**src/rtl/code_stepper_if.sv**
```systemverilog
// Button/switch inputs and code outputs of the code stepper, grouped as one port.
// master drives the raw controls and observes the code; slave is the stepper itself.
interface code_stepper_if;
    logic       btnUp;
    logic       btnDown;
    logic       autoRun;
    logic [2:0] codeOut;
    logic       stepPulse;

    modport master (
        output btnUp,
        output btnDown,
        output autoRun,
        input  codeOut,
        input  stepPulse
    );

    modport slave (
        input  btnUp,
        input  btnDown,
        input  autoRun,
        output codeOut,
        output stepPulse
    );
endinterface

```
**src/rtl/code_stepper.sv**
```systemverilog
// 3-bit LED code stepped by debounced up/down buttons or a periodic auto-run tick.
// Press to new code: DEBOUNCE_CYCLES+3 edges; no backpressure, every event is applied at once.
module code_stepper #(
    parameter int DEBOUNCE_CYCLES = 500000,
    parameter int STEP_DIV        = 25000000
) (
    input logic           clk,
    input logic           rst,
    code_stepper_if.slave bus
);
    localparam int CW = (DEBOUNCE_CYCLES > 1) ? $clog2(DEBOUNCE_CYCLES) : 1;
    localparam int PW = (STEP_DIV > 1) ? $clog2(STEP_DIV) : 1;
    localparam logic [CW-1:0] DB_LAST  = CW'(DEBOUNCE_CYCLES - 1);
    localparam logic [PW-1:0] PRE_LAST = PW'(STEP_DIV - 1);

    typedef enum logic {IDLE, RUN} run_state_t;

    // bit 0 = up, bit 1 = down, bit 2 = autoRun
    logic [2:0]    sync1, sync2;
    logic [1:0]    stable;
    logic [1:0]    press;
    logic [CW-1:0] dcnt [2];

    run_state_t    state, state_nxt;
    logic [PW-1:0] pre, pre_nxt;
    logic [2:0]    code, code_nxt;
    logic          pulse;
    logic          run_sync;
    logic          manual;
    logic          auto_step;

    assign run_sync = sync2[2];
    assign manual   = press[0] | press[1];

    always_ff @(posedge clk) begin
        if (rst) begin
            sync1 <= '0;
            sync2 <= '0;
        end else begin
            sync1 <= {bus.autoRun, bus.btnDown, bus.btnUp};
            sync2 <= sync1;
        end
    end

    // press is registered so the code moves one edge after the level is accepted
    always_ff @(posedge clk) begin
        if (rst) begin
            stable <= '0;
            press  <= '0;
            dcnt[0] <= '0;
            dcnt[1] <= '0;
        end else begin
            for (int i = 0; i < 2; i++) begin
                press[i] <= 1'b0;
                if (sync2[i] == stable[i]) begin
                    dcnt[i] <= '0;
                end else if (dcnt[i] == DB_LAST) begin
                    stable[i] <= sync2[i];
                    dcnt[i]   <= '0;
                    press[i]  <= sync2[i];
                end else begin
                    dcnt[i] <= dcnt[i] + 1'b1;
                end
            end
        end
    end

    always_ff @(posedge clk) begin
        if (rst) begin
            state <= IDLE;
            pre   <= '0;
            code  <= '0;
            pulse <= 1'b0;
        end else begin
            state <= state_nxt;
            pre   <= pre_nxt;
            code  <= code_nxt;
            pulse <= (code_nxt != code);
        end
    end

    always_comb begin
        state_nxt = state;
        pre_nxt   = pre;
        auto_step = 1'b0;
        code_nxt  = code;

        case (state)
            IDLE: begin
                pre_nxt = '0;
                if (run_sync) state_nxt = RUN;
            end
            RUN: begin
                if (manual) begin
                    pre_nxt = '0;
                end else if (pre == PRE_LAST) begin
                    pre_nxt   = '0;
                    auto_step = 1'b1;
                end else begin
                    pre_nxt = pre + 1'b1;
                end
                // leaving RUN drops any partial interval so IDLE sits at zero
                if (!run_sync) begin
                    state_nxt = IDLE;
                    pre_nxt   = '0;
                end
            end
            default: begin
                state_nxt = IDLE;
                pre_nxt   = '0;
            end
        endcase

        case (press)
            2'b01:   code_nxt = code + 3'd1;
            2'b10:   code_nxt = code - 3'd1;
            2'b11:   code_nxt = code;
            default: if (auto_step) code_nxt = code + 3'd1;
        endcase
    end

    assign bus.codeOut   = code;
    assign bus.stepPulse = pulse;
endmodule

```
**src/flat_wrapper.sv**
```systemverilog
// flat-port wrapper written by rule: the top's interface ports become plain ports
module code_stepper_flat 
#(
    parameter int DEBOUNCE_CYCLES = 500000,
    parameter int STEP_DIV        = 25000000
)
  (clk, rst, bus_btnUp, bus_btnDown, bus_autoRun, bus_codeOut, bus_stepPulse);
  code_stepper_if bus_i ();
  input logic clk;
  input logic rst;
  input wire logic [$bits(bus_i.btnUp)-1:0] bus_btnUp;
  input wire logic [$bits(bus_i.btnDown)-1:0] bus_btnDown;
  input wire logic [$bits(bus_i.autoRun)-1:0] bus_autoRun;
  output wire logic [$bits(bus_i.codeOut)-1:0] bus_codeOut;
  output wire logic [$bits(bus_i.stepPulse)-1:0] bus_stepPulse;
  assign bus_i.btnUp = bus_btnUp;
  assign bus_i.btnDown = bus_btnDown;
  assign bus_i.autoRun = bus_autoRun;
  assign bus_codeOut = bus_i.codeOut;
  assign bus_stepPulse = bus_i.stepPulse;
  code_stepper #(.DEBOUNCE_CYCLES(DEBOUNCE_CYCLES), .STEP_DIV(STEP_DIV)) u_core (.clk(clk), .rst(rst), .bus(bus_i));
endmodule
```
**config.mk**
```make
export PLATFORM = sky130hd
export DESIGN_NAME = code_stepper_flat
export DESIGN_NICKNAME = d
export VERILOG_FILES = /design/src/rtl/code_stepper_if.sv /design/src/rtl/code_stepper.sv /design/src/flat_wrapper.sv
export SDC_FILE = /design/constraint.sdc
export NUM_CORES = 1
export LEC_CHECK = 0
export BUFFER_PORTS_ARGS = -buffer_cell sky130_fd_sc_hd__buf_2
export CORE_ASPECT_RATIO = 0.75
export CORE_UTILIZATION = 30
export DETAILED_ROUTE_END_ITERATION = 10
export PLACE_DENSITY_LB_ADDON = 0.3
export SETUP_SLACK_MARGIN = 0.3
export SLEW_MARGIN = 5
export SYNTH_ARGS = -nofsm -noshare
export SYNTH_HDL_FRONTEND = slang
export SYNTH_SLANG_ARGS = --single-unit
```
**constraint.sdc**
```tcl
create_clock -name clk -period 5.5 [get_ports clk]
set_input_delay 0.55 -clock clk [delete_from_list [all_inputs] [get_ports clk]]
set_output_delay 0.55 -clock clk [all_outputs]
set_load 0.005 [all_outputs]
```
==> results of run 1 <==
## through the flow
| stage | hold WS [ns] | instance area, um^2 | worst slack (ns) | std cells | utilization [%] |
|---|---|---|---|---|---|
| finish | 0.443 | 4380 | 3.31 | 603 | 35.6 |
| global route | 0.430 | 4380 | 3.08 | 603 | 35.6 |
| CTS | 0.435 | 4380 | 3.26 | 603 | 35.6 |
| detailed placement | 0.425 | 4130 | 3.27 | 587 | 33.5 |
| global placement | 0.438 | 4130 | 3.33 | 587 | 33.5 |
| floorplan | 0.414 | 3930 | 3.61 | 423 | - |
## sequential cells by signal, indices dropped and copies added, names as in the netlist
name,cells
u_core.bus.stepPulse,1
u_core.bus.codeOut,3
u_core.press,2
u_core.sync1,3
u_core.dcnt,38
u_core.sync2,3
u_core.stable,2
u_core.state,1
u_core.pre,25
## worst paths after layout
| path | slack [ns] | cells past startpoint | to | start |
|---|---|---|---|---|
| hold reg to reg | 0.45 | 1 | u_core.sync2[0] | u_core.sync1[0] |
| setup reg to reg | 3.31 | 6 | u_core.dcnt[1][8] | u_core.dcnt[1][0] |
| hold / removal | 0.44 | 2 | u_core.sync1[1] | bus_btnDown |
| setup / recovery | 3.31 | 6 | u_core.dcnt[1][8] | u_core.dcnt[1][0] |
## per-layer routing
| metal | part of all wire, % | up-vias |
|---|---|---|
| met3 | 3.8 | 4 |
| met5 | 0 | - |
| met2 | 42 | 28 |
| met1 | 53 | 1262 |
| met4 | 1.1 | 0 |
| li1 | - | 1393 |
## cell usage in the layout, fill, tap and decap left out, types with 2 or more instances in the layout
cell type,count
dfxtp_1,40
mux2i_1,2
nor3_1,12
buf_2,8
clkinv_2,2
clkbuf_16,9
nand4_1,17
a221oi_1,2
and4_1,9
nand3_1,23
xnor2_1,34
nor2b_1,10
conb_1,38
inv_1,14
or4_1,2
nand2_1,20
and2_1,5
o21ai_0,3
nor4b_1,4
nor4_1,4
ha_1,5
xor2_1,26
and3_1,11
or3_1,2
clkbuf_1,3
inv_4,2
edfxtp_1,38
nor2_1,78
## layout make-up
class                           count  share of cell area (%)
Sequential cell                    78                    44.3
Multi-Input combinational cell    321                    43.0
Clock buffer                       12                    5.39
Tap cell                          166                    4.74
Inverter                           14                    1.20
Timing Repair Buffer                8                   0.913
Clock inverter                      4                   0.514
## cells by family after synthesis
group | count (synthesis)
and+or+nand+nor | 204
DFF | 78
xor gates and xnor gates | 60
buffers and inverters | 24
AOI/OAI and AO/OA | 12
adders and majority gates | 5
muxes | 2
other | 1
## power by group through the flow
stage          clock network, mW  logic (mW)  registers [mW]
2_1_floorplan                  0      0.0432           0.652
3_3_place_gp                   0      0.0526           0.657
3_5_place_dp                   0      0.0541           0.657
4_1_cts                    0.547      0.0545           0.645
5_1_grt                    0.569      0.0621           0.648
6_report                   0.523      0.0544           0.645
==> reports/summary.txt, run 1 <==
Vias -> 2687
required time at the worst-slack endpoint -> 5.56 ns
fraction of layout instances using a drive strength above 1 -> 5.72%
leading post-synthesis cells by instance count -> nor2_1 (78), dfxtp_1 (40), edfxtp_1 (38)
remaining global-route overflow -> 0
share of the synthesized area in compound gates (AO/OA/AOI/OAI) -> 2.24%
Arr. time, crit path -> 2.25 ns
Period minus WS final -> 2.19 ns
Post-Synthesis Cells -> 386
clock sinks -> 78
share of the synthesized netlist area taken by xor and xnor gates -> 13.9%
Clock Tree Buf Depth -> 2
ports placed on the boundary -> 9
number of buffers and inverters on the critical path -> 0
via count of the first global-routing pass -> 2503
die outline area -> 0.0131 mm^2
area used by multi-input combinational logic -> 0.00188 mm^2
clock share of power -> 42.8%
DRC violation count after routing -> 0
number of port buffers -> 8
portion of total power attributed to sequential cells -> 52.7%
hold_buf cts -> 0
CP Capture Type -> flip-flop
TritonCTS clock tree -> built
Unique masters post-synth -> 40
met3 GRT Util -> 4.38%
die width -> 132 um
switching share of power -> 21.8%
synthesized cell area -> 0.00379 mm^2
Synth warnings -> 0
Crit-path slowest cell -> or2_1
detailed placer's ending HPWL -> 4720 um
source-to-sink clock delay at the later pin of the worst-skew pair -> 0.33 ns
wire length of the first global-routing pass -> 11700 um
critical path's top delay family -> simple AND/OR/NAND/NOR gates
slew at the pin closest to its max-slew limit -> 0.678 ns
leakage component of the power -> 1.50 nW
met1 track demand over resource in global routing -> 15.3%
main combinational cell family by area after synthesis -> simple AND/OR/NAND/NOR gates
Fin Setup TNS -> 0 ns
number of H-tree levels -> 3
post-synthesis to final-layout area growth -> 15.6%
# diodes -> 0
routed wire length per instance -> 11.0 um
1st-iter DRT viols -> 142
nets -> 442
most crowded layer after global routing -> met2
internal power -> 0.957 mW
Total GRT Usage -> 11.3%
maximum number of pins on one net before global-route repair -> 26
slowest cell delay on critical path -> 0.51 ns
power per cell area -> 279 mW/mm^2
worst path cell trace -> ha_1 -> and4_1 -> nand4_1 -> nor3_2 -> or2_1 -> nor2_1
kind of path behind the tightest hold check -> input pin to flip-flop
count of state elements after synthesis -> 78
most used flip-flop cell after synthesis -> dfxtp_1
part of the cycle the worst path needs -> 39.9%
multiplexer area fraction after synthesis -> 0.528%
height of the die -> 99.4 um
Starting Density -> 30.8%
area share of the largest cell type after synthesis -> 30.1%
# fillers -> 1246
RePlAce Congestion -> 0.791
most frequent cell after synthesis -> nor2_1
sequential-to-total area share from yosys stat -> 51.2%
initial antenna violation count -> 0
met2 track utilization from global routing -> 16.4%
Sequential Area -> 0.00194 mm^2
number of failing setup endpoints in the final timing report -> 0
Pre-Repair DR Iteration Count -> 4
Worst-path clk slew -> 0.06 ns
reported net switching power -> 0.266 mW
EDFF count, synth -> 38
syn_area_per_cell -> 9.83 um^2
Vias per Instance -> 4.46
wirelength, routed -> 6610 um
run status -> completed
top area cells in the synthesized netlist -> edfxtp_1 (30%), dfxtp_1 (21%), xnor2_1 (7.8%)
number of hold violations in the final report -> 0
number of nets with antenna violations after routing -> 0
simple-gate portion of the synthesized area -> 27.6%
master cell of the clock root buffer -> clkbuf_16
cts bufs inserted -> 9
kind of start point of the critical path -> flip-flop
Max IR drop VDD -> 0.000157 V
Pwr Total -> 1.22 mW
adder and majority cell fraction of the synthesized area -> 1.65%
Max-cap violations -> 0
Async SR Flop Fraction -> 0%
clock skew -> 0.00882 ns
part of the total power dissipated in combinational logic -> 4.5%
unrepaired setup endpoints after global routing -> no
maximum fanout along the worst path -> 17
# resized after CTS -> 0
WS Path Type -> flip-flop to flip-flop
achievable clock frequency -> 456 MHz
Max Transition Viols Final -> 0
Core Area -> 0.0123 mm^2
row cnt -> 35
worst-case headroom to the max-slew limit -> 54.7%
number of buffers added for setup after CTS -> 0
cell type with the largest total area after synthesis -> edfxtp_1
Note: power is estimated with default switching activity, not from simulation.
==> run 2: changes to the inputs <==
clock period = 2.1 ns   (was 5.5 ns; I/O delays follow)
==> reports/summary.txt, run 2 (same netlist as run 1, synthesis figures left out) <==
run status -> completed (unchanged)
Crit-path slowest cell -> edfxtp_1 (was or2_1)
Pwr Total -> 3.36 mW (was 1.22 mW)
DRC violation count after routing -> 0 (unchanged)
commonest cells after routing, fill and taps aside -> nor2_1 (76), dfxtp_1 (38), edfxtp_1 (38), conb_1 (38), xnor2_1 (34) (was nor2_1 (78), dfxtp_1 (40), edfxtp_1 (38), conb_1 (38), xnor2_1 (34))
top sig layer -> met4 (unchanged)
clock sinks -> 78 (unchanged)
part of the total power dissipated in combinational logic -> 5.0% (was 4.5%)
die outline area -> 0.0131 mm^2 (unchanged)
Total GRT Usage -> 11.8% (was 11.3%)
number of failing setup endpoints in the final timing report -> 0 (unchanged)
Max IR drop VDD -> 0.000340 V (was 0.000157 V)
post-synthesis to final-layout area growth -> 24.7% (was 15.6%)
detailed placer's ending HPWL -> 4880 um (was 4720 um)
Max-cap violations -> 0 (unchanged)
die width -> 132 um (unchanged)
kind of start point of the critical path -> flip-flop (unchanged)
worst path cell trace -> ha_2 -> and4_4 -> nand4_1 -> nor3_2 -> or2_4 -> clkbuf_16 -> nor2_1 (was ha_1 -> and4_1 -> nand4_1 -> nor3_2 -> or2_1 -> nor2_1)
worst-case headroom to the max-slew limit -> 50.6% (was 54.7%)
max reg flops -> 38 (unchanged)
clock skew -> 0.00617 ns (was 0.00882 ns)
height of the die -> 99.4 um (unchanged)
register bank with the most flops -> u_core.dcnt (unchanged)
maximum number of pins on one net before global-route repair -> 26 (unchanged)
initial antenna violation count -> 0 (unchanged)
Fin Setup TNS -> 0 ns (unchanged)
unrepaired setup endpoints after global routing -> yes (was no)
routed length on met2 -> 3030 um (was 2780 um)
met1 layer wirelength in the final routing -> 3990 um (was 3500 um)
remaining global-route overflow -> 0 (unchanged)
achievable clock frequency -> 564 MHz (was 456 MHz)
Period minus WS final -> 1.77 ns (was 2.19 ns)
reported net switching power -> 0.734 mW (was 0.266 mW)
number of H-tree levels -> 3 (unchanged)
via count of the first global-routing pass -> 2505 (was 2503)
hold_buf cts -> 0 (unchanged)
# diodes -> 0 (unchanged)
# fillers -> 1233 (was 1246)
wire length of the first global-routing pass -> 12200 um (was 11700 um)
portion of total power attributed to sequential cells -> 50.3% (was 52.7%)
switching share of power -> 21.8% (about the same)
kind of path behind the tightest hold check -> input pin to flip-flop (unchanged)
slowest cell delay on critical path -> 0.36 ns (was 0.51 ns)
wirelength, routed -> 7380 um (was 6610 um)
cts bufs inserted -> 9 (unchanged)
CP Capture Type -> flip-flop (unchanged)
critical path's top delay family -> simple AND/OR/NAND/NOR gates (unchanged)
TritonCTS clock tree -> built (unchanged)
maximum fanout along the worst path -> 8 (was 17)
power per cell area -> 710 mW/mm^2 (was 279 mW/mm^2)
Pre-Repair DR Iteration Count -> 4 (unchanged)
internal power -> 2.62 mW (was 0.957 mW)
Clock Tree Buf Depth -> 2 (unchanged)
part of the cycle the worst path needs -> 84.4% (was 39.9%)
Max Transition Viols Final -> 0 (unchanged)
routed wire length per instance -> 11.8 um (was 11.0 um)
ports placed on the boundary -> 9 (unchanged)
top flop regs -> u_core.dcnt: 38 flops, u_core.pre: 25 flops (unchanged)
number of port buffers -> 8 (unchanged)
Starting Density -> 30.8% (unchanged)
fraction of layout instances using a drive strength above 1 -> 14.8% (was 5.72%)
Vias per Instance -> 4.44 (was 4.46)
number of nets with antenna violations after routing -> 0 (unchanged)
Vias -> 2772 (was 2687)
RePlAce Congestion -> 0.761 (was 0.791)
row cnt -> 35 (unchanged)
Worst-path clk slew -> 0.06 ns (about the same)
1st-iter DRT viols -> 128 (was 142)
number of buffers and inverters on the critical path -> 1 (was 0)
clock share of power -> 44.7% (was 42.8%)
most common cell after layout, fill and taps aside -> nor2_1 (unchanged)
source-to-sink clock delay at the later pin of the worst-skew pair -> 0.34 ns (was 0.33 ns)
Arr. time, crit path -> 1.86 ns (was 2.25 ns)
WS Path Type -> flip-flop to flip-flop (unchanged)
required time at the worst-slack endpoint -> 2.19 ns (was 5.56 ns)
number of hold violations in the final report -> 0 (unchanged)
slew at the pin closest to its max-slew limit -> 0.738 ns (was 0.678 ns)
master cell of the clock root buffer -> clkbuf_16 (unchanged)
leakage component of the power -> 1.64 nW (was 1.50 nW)
length of routed met3 wiring -> 252 um (was 254 um)
nets -> 463 (was 442)
Core Area -> 0.0123 mm^2 (unchanged)
run 2: layout make-up:
class / count / area, um^2 / area share [%]
tap: 166 / 208 / 4.39
sequential: 78 / 1940 / 41.1
inverter: 14 / 52.6 / 1.11
clock buffer: 13 / 272 / 5.74
multi-input combinational: 323 / 2010 / 42.5
timing repair buffer: 27 / 229 / 4.84
clock inverter: 3 / 16.3 / 0.344
run 2: power groups by stage:
stage               registers [mW]  logic, mW  clock network, mW
floorplan                     1.71      0.114                  0
global placement              1.72      0.145                  0
detailed placement            1.72      0.148                  0
CTS                           1.69      0.156               1.55
global route                  1.70      0.188               1.61
finish                        1.69      0.167               1.50
run 2: final timing paths:
path	from	to	slack, ns	cells past startpoint
max	u_core.dcnt[1][0]	u_core.dcnt[1][1]	0.33	7
min	bus_autoRun	u_core.sync1[2]	0.11	2
max reg2reg	u_core.dcnt[1][0]	u_core.dcnt[1][1]	0.33	7
min reg2reg	u_core.sync1[2]	u_core.sync2[2]	0.43	1
run 2: timing repair:
action | in CTS | in global routing
setup buffers | 3 | 10
endpoints found under the setup margin | 63 | 64
pin swaps | 2 | 10
gates resized for setup | 12 | 17
cloned | 2 | 1
run 2: worst register-to-register path: stages (launching register included):
cell	delay [ns]
edfxtp_1	0.36
ha_2	0.18
and4_4	0.22
nand4_1	0.15
nor3_2	0.25
or2_4	0.18
clkbuf_16	0.15
nor2_1	0.04
run 2: layer usage:
metal	GRT usage (%)	up-vias
met3	3.77	9
met2	16.6	34
met5	0	-
li1	-	1440
met4	5.01	0
met1	16.5	1289
run 2: metrics by stage:
step                instances  util (%)  hold slack (ns)  setup slack, ns  cell area [um^2]
global route              624      38.4           0.0972            0.230              4730
detailed placement        592      34.1            0.437            0.112              4190
CTS                       613      37.0            0.102            0.302              4560
finish                    624      38.4            0.107            0.327              4730
global placement          592      34.1            0.433            0.191              4190
floorplan                 423         -            0.338            0.307              3940
